### src/rtl/pipeline_pkg.sv
// Shared constants for the configurable pipeline register chain.
package pipeline_pkg;

  // Advance modes selected by the COLLAPSE parameter of pipeline_reg_chain.
  localparam int PL_LOCKSTEP = 0;
  localparam int PL_COLLAPSE = 1;

endpackage

### src/rtl/pipe_stage_cell.sv
// One pipeline stage: valid bit and payload register with flush > hold > load priority.
module pipe_stage_cell #(
  parameter int DATA_WIDTH = 32
) (
  input  logic                  clk,
  input  logic                  reset,
  input  logic                  hold,
  input  logic                  flush,
  input  logic                  src_valid,
  input  logic [DATA_WIDTH-1:0] src_data,
  output logic                  valid,
  output logic                  next_valid,
  output logic [DATA_WIDTH-1:0] data
);

  logic                  valid_r;
  logic [DATA_WIDTH-1:0] data_r;
  logic                  next_valid_s;

  // Next valid bit: flush kills the stage whether it loads or holds.
  always_comb begin
    next_valid_s = 1'b0;
    if (flush) begin
      next_valid_s = 1'b0;
    end else if (hold) begin
      next_valid_s = valid_r;
    end else begin
      next_valid_s = src_valid;
    end
  end

  // Stage registers: valid follows the priority above, payload loads unless held.
  always_ff @(posedge clk or posedge reset) begin
    if (reset) begin
      valid_r <= 1'b0;
      data_r  <= {DATA_WIDTH{1'b0}};
    end else begin
      valid_r <= next_valid_s;
      if (hold) begin
        data_r <= data_r;
      end else begin
        data_r <= src_data;
      end
    end
  end

  assign valid      = valid_r;
  assign next_valid = next_valid_s;
  assign data       = data_r;

endmodule

### src/rtl/pipeline_reg_chain.sv
// Chain of STAGES pipeline registers with stall, flush and lockstep or bubble-collapsing advance.
module pipeline_reg_chain
  import pipeline_pkg::*;
#(
  parameter int DATA_WIDTH = 32,
  parameter int STAGES     = 4,
  parameter int COLLAPSE   = 0
) (
  input  logic                         clk,
  input  logic                         reset,
  input  logic                         in_valid,
  input  logic [DATA_WIDTH-1:0]        in_data,
  output logic                         in_ready,
  input  logic [STAGES-1:0]            stall,
  input  logic [STAGES-1:0]            flush,
  output logic                         out_valid,
  output logic [DATA_WIDTH-1:0]        out_data,
  output logic [STAGES-1:0]            stage_valid,
  output logic [STAGES*DATA_WIDTH-1:0] stage_data,
  output logic [$clog2(STAGES+1)-1:0]  occupancy
);

  localparam int OCC_W = $clog2(STAGES + 1);

  logic [STAGES-1:0]            hold_s;
  logic [STAGES-1:0]            src_valid_s;
  logic [STAGES-1:0]            valid_s;
  logic [STAGES-1:0]            next_valid_s;
  logic [STAGES*DATA_WIDTH-1:0] src_data_s;
  logic [STAGES*DATA_WIDTH-1:0] data_s;
  logic [OCC_W-1:0]             occupancy_r;

  // Number of set bits in a stage valid vector.
  function automatic logic [OCC_W-1:0] count_ones(input logic [STAGES-1:0] bits);
    logic [OCC_W-1:0] n;
    n = {OCC_W{1'b0}};
    for (int i = 0; i < STAGES; i++) begin
      n = n + OCC_W'(bits[i]);
    end
    return n;
  endfunction

  // Hold chain from the output sink (never blocks) back toward stage 0.
  always_comb begin
    logic down_hold_s;
    down_hold_s = 1'b0;
    hold_s      = {STAGES{1'b0}};
    for (int i = STAGES - 1; i >= 0; i--) begin
      if (COLLAPSE == PL_COLLAPSE) begin
        // An empty stage never holds, so a bubble absorbs upstream data.
        down_hold_s = valid_s[i] & (stall[i] | down_hold_s);
      end else begin
        down_hold_s = stall[i] | down_hold_s;
      end
      hold_s[i] = down_hold_s;
    end
  end

  for (genvar i = 0; i < STAGES; i++) begin : g_stage
    if (i == 0) begin : g_first
      assign src_valid_s[i]                            = in_valid;
      assign src_data_s[i*DATA_WIDTH +: DATA_WIDTH]    = in_data;
    end else begin : g_rest
      // A held upstream stage offers nothing, which inserts a bubble here.
      assign src_valid_s[i]                            = valid_s[i-1] & ~hold_s[i-1];
      assign src_data_s[i*DATA_WIDTH +: DATA_WIDTH]    = data_s[(i-1)*DATA_WIDTH +: DATA_WIDTH];
    end

    pipe_stage_cell #(
      .DATA_WIDTH(DATA_WIDTH)
    ) u_cell (
      .clk       (clk),
      .reset     (reset),
      .hold      (hold_s[i]),
      .flush     (flush[i]),
      .src_valid (src_valid_s[i]),
      .src_data  (src_data_s[i*DATA_WIDTH +: DATA_WIDTH]),
      .valid     (valid_s[i]),
      .next_valid(next_valid_s[i]),
      .data      (data_s[i*DATA_WIDTH +: DATA_WIDTH])
    );
  end

  // Occupancy register tracks the population of the valid vector after this edge.
  always_ff @(posedge clk or posedge reset) begin
    if (reset) begin
      occupancy_r <= {OCC_W{1'b0}};
    end else begin
      occupancy_r <= count_ones(next_valid_s);
    end
  end

  assign in_ready    = ~hold_s[0];
  assign out_valid   = valid_s[STAGES-1] & ~stall[STAGES-1];
  assign out_data    = data_s[(STAGES-1)*DATA_WIDTH +: DATA_WIDTH];
  assign stage_valid = valid_s;
  assign stage_data  = data_s;
  assign occupancy   = occupancy_r;

endmodule

### config.mk
export PLATFORM = sky130hd
export DESIGN_NAME = pipeline_reg_chain
export DESIGN_NICKNAME = d
export VERILOG_FILES = /design/src/rtl/pipeline_pkg.sv /design/src/rtl/pipe_stage_cell.sv /design/src/rtl/pipeline_reg_chain.sv
export SDC_FILE = /design/constraint.sdc
export NUM_CORES = 1
export LEC_CHECK = 0
export CORE_UTILIZATION = 30
export CTS_BUF_LIST = sky130_fd_sc_hd__clkbuf_4
export DETAILED_ROUTE_END_ITERATION = 16
export PLACE_DENSITY = 0.69
export SYNTH_ARGS = -nofsm -noshare
export SYNTH_HDL_FRONTEND = slang
export SYNTH_SLANG_ARGS = --single-unit
### constraint.sdc
create_clock -name clk -period 4.75 [get_ports clk]
set_input_delay 0.95 -clock clk [delete_from_list [all_inputs] [get_ports clk]]
set_output_delay 0.95 -clock clk [all_outputs]
set_load 0.02 [all_outputs]
==> metrics.txt <==
outcome=finished clean; post-CTS setup buffers=0; clock sink total=around 140; CTS max path bufs=2; PwrDens=between 600 and 700 mW/mm^2; GRT overflow=0; Post-CTS Resized=0; syn_area_per_cell=approximately 16 um^2; CP endpoint kind=primary output; CP Max Fanout=6; share of post-route cells with drive strength above 1=32.3%; die area=approximately 0.018 mm^2; Worst Path Required=roughly 3.8 ns; Post-Syn Area=roughly 0.0053 mm^2; CP max stage cell=clkdlybuf4s50_1; Post-synth EDFFs=0; library cells used by synthesis=20; DRC viols=0; Worst-path clk slew=about 0.12 ns; Yosys top cell by area=dfrtp_1; pre-CTS setup slack=roughly 1.2 ns; drt first pass iters=4; Area growth, synth to finish=45.7%; number of global-route vias before repair=between 3,000 and 4,000; Post-synth top cells=135 x dfrtp_1, 127 x mux2_2, 36 x buf_4; H-tree Lvls=4; CP most frequent cell=clkdlybuf4s50_1; clk_lat worst skew=~0.52 ns; setup_tns=0 ns; CTS tree=built; Die X=around 140 um; hold crit path type=reg -> reg; Max Cap Violations=0; Inserted Diodes=0; core region area=between 0.015 and 0.02 mm^2; Tmin final=3.48 ns; Final WS setup=around 1.3 ns; CP peak stage delay=0.67 ns; max_slew headroom=25.8%; crit path kind=in -> out; Vias=roughly 3,400; GPL Wtd Cong=approximately 0.76; Area contributors post-synth=dfrtp_1 63%, mux2_2 27%, buf_4 5.1%, buf_2 0.94%, buf_6 0.63%; pin count of the biggest net entering global routing=85; Worst-Margin Slew=between 1 and 1.5 ns; LEAKAGE=between 3 and 4 nW; Hold Buf Count CTS=0; Mapped Nets=around 380; skew final=0.0149 ns; GRT Overall Usage=14.1%; initial antenna violation count=0; Startpoint Class=input port; post-synth top area share=between 60% and 70%; crit path DAT=~2.5 ns; part of the cycle the worst path needs=73.3%; Main synth FF type=dfrtp_1; DRT antenna net count=0; Hold Crit Depth=1; CTS Buf Count=17; DP Wirelength=between 8000 and 9000 um; Worst VDD drop=291 uV; async set-reset flop share out of synthesis=100%; DIE HEIGHT=approximately 140 um; FF-to-FF path depth=5; unrepaired setup endpoints after global routing=false; critical-path cell list=clkdlybuf4s50_1, nor4_4, clkdlybuf4s50_1; final net count=565; Peak Freq=around 290 MHz; IO Port Bufs=211; Fin. Hold Viols=0; first-pass GRT wire length=19,400 um; Synth warnings=0; wire length per cell=about 16 um; # IOs=approximately 210; count leader, synth=dfrtp_1; Slew Limit Fails=0; initial DRC count=43; Initial Utilization=30.8%; clk root buf=clkbuf_4; row cnt=between 40 and 50; post-synthesis sequential area ratio=between 60% and 70%; count of final setup violators=0; Cells after Synth=between 300 and 400; Post-Route WL=roughly 12,000 um; Vias per Instance=approximately 4.4; #FFs+latches synth=around 140
-- power breakdown --
group | total (mW) | internal [mW] | switching (mW)
clock network | 0.901 | 0.481 | 0.420
logic | 2.24 | 1.20 | 1.04
registers | 1.87 | 1.55 | 0.322
-- worst paths after layout --
path,slack [ns],end,start
worst min-delay path,0.54,g_stage[2].u_cell.data[0]$_DFFE_PP0N_,g_stage[1].u_cell.data[0]$_DFFE_PP0N_
worst max register to register,2.58,occupancy[1]$_DFF_PP0_,g_stage[0].u_cell.valid$_DFF_PP0_
min in group asynchronous,0.95,g_stage[1].u_cell.data[20]$_DFFE_PP0N_,reset
worst max-delay path,1.27,in_ready,stall[2]
max in group asynchronous,2.93,g_stage[0].u_cell.data[7]$_DFFE_PP0N_,reset
worst min register to register,0.54,g_stage[2].u_cell.data[0]$_DFFE_PP0N_,g_stage[1].u_cell.data[0]$_DFFE_PP0N_
-- cells by family (layout without fill, tap and decap cells) --
| group | after synthesis | count (layout) | share of synthesized area, % |
|---|---|---|---|
| compound gates | 3 | 3 | 0.281 |
| fa+ha+maj | 3 | 3 | 0.842 |
| mux | 130 | 130 | 27.3 |
| flops | 135 | 135 | 63.2 |
| simple gates | 11 | 11 | 1.71 |
| buf+inv | 50 | 250 | 6.69 |
-- metrics by stage --
stage | instances | power (mW) | utilization (%) | hold WS (ns) | instance area [um^2]
5_1_grt | 757 | 5.28 | 44.9 | 0.559 | 7790
6_report | 757 | 5.01 | 44.9 | 0.536 | 7790
2_1_floorplan | 332 | 3.07 | - | 0.540 | 5350
3_3_place_gp | 725 | 4.12 | 42.9 | 0.511 | 7450
3_5_place_dp | 725 | 4.16 | 42.9 | 0.516 | 7450
4_1_cts | 757 | 5.08 | 44.9 | 0.539 | 7790
-- metal layers --
| metal | routed length [um] | global-route usage, % | up-vias |
|---|---|---|---|
| met3 | 791 | 5.39 | 7 |
| li1 | - | - | 1504 |
| met1 | 5270 | 17.1 | 1722 |
| met4 | 110 | 4.37 | 0 |
| met5 | 0 | 0 | - |
| met2 | 6280 | 23.2 | 131 |
-- worst max-delay path, delay by kind of cell --
kind | cells | cell delay, ns
buffers and inverters | 2 | 1.26
AND/OR/NAND/NOR | 1 | 0.32
-- flip-flops by register name, summed over array words and instances (netlist names) --
register and cells:
occupancy 3, g_stage.u_cell.valid 4, g_stage.u_cell.data 128
-- placed cells by master (no fill, tap or decap), drive strengths merged --
master,Yosys,final
a21oi,2,2
buf,49,7
bufinv,0,5
clkbuf,0,19
clkdlybuf4s50,0,210
clkinv,0,7
clkinvlp,0,1
dfrtp,135,135
fa,1,1
ha,2,2
inv,1,1
mux2,128,128
mux2i,2,2
nand2,1,1
nand2b,3,3
nor2,1,1
nor2b,1,1
nor3,1,1
nor4,1,1
o21ai,1,1
or3b,2,2
or4b,1,1
-- layout make-up --
class                      instances  area (um^2)
clock buffer                      19          143
clock inverter                    13          204
fill                            1548         9560
inverter                           1         8.76
multi-input combinational        147         1630
sequential                       135         3380
tap                              225          282
timing repair buffer             217         2150
Power figures use the tool's default switching activity.
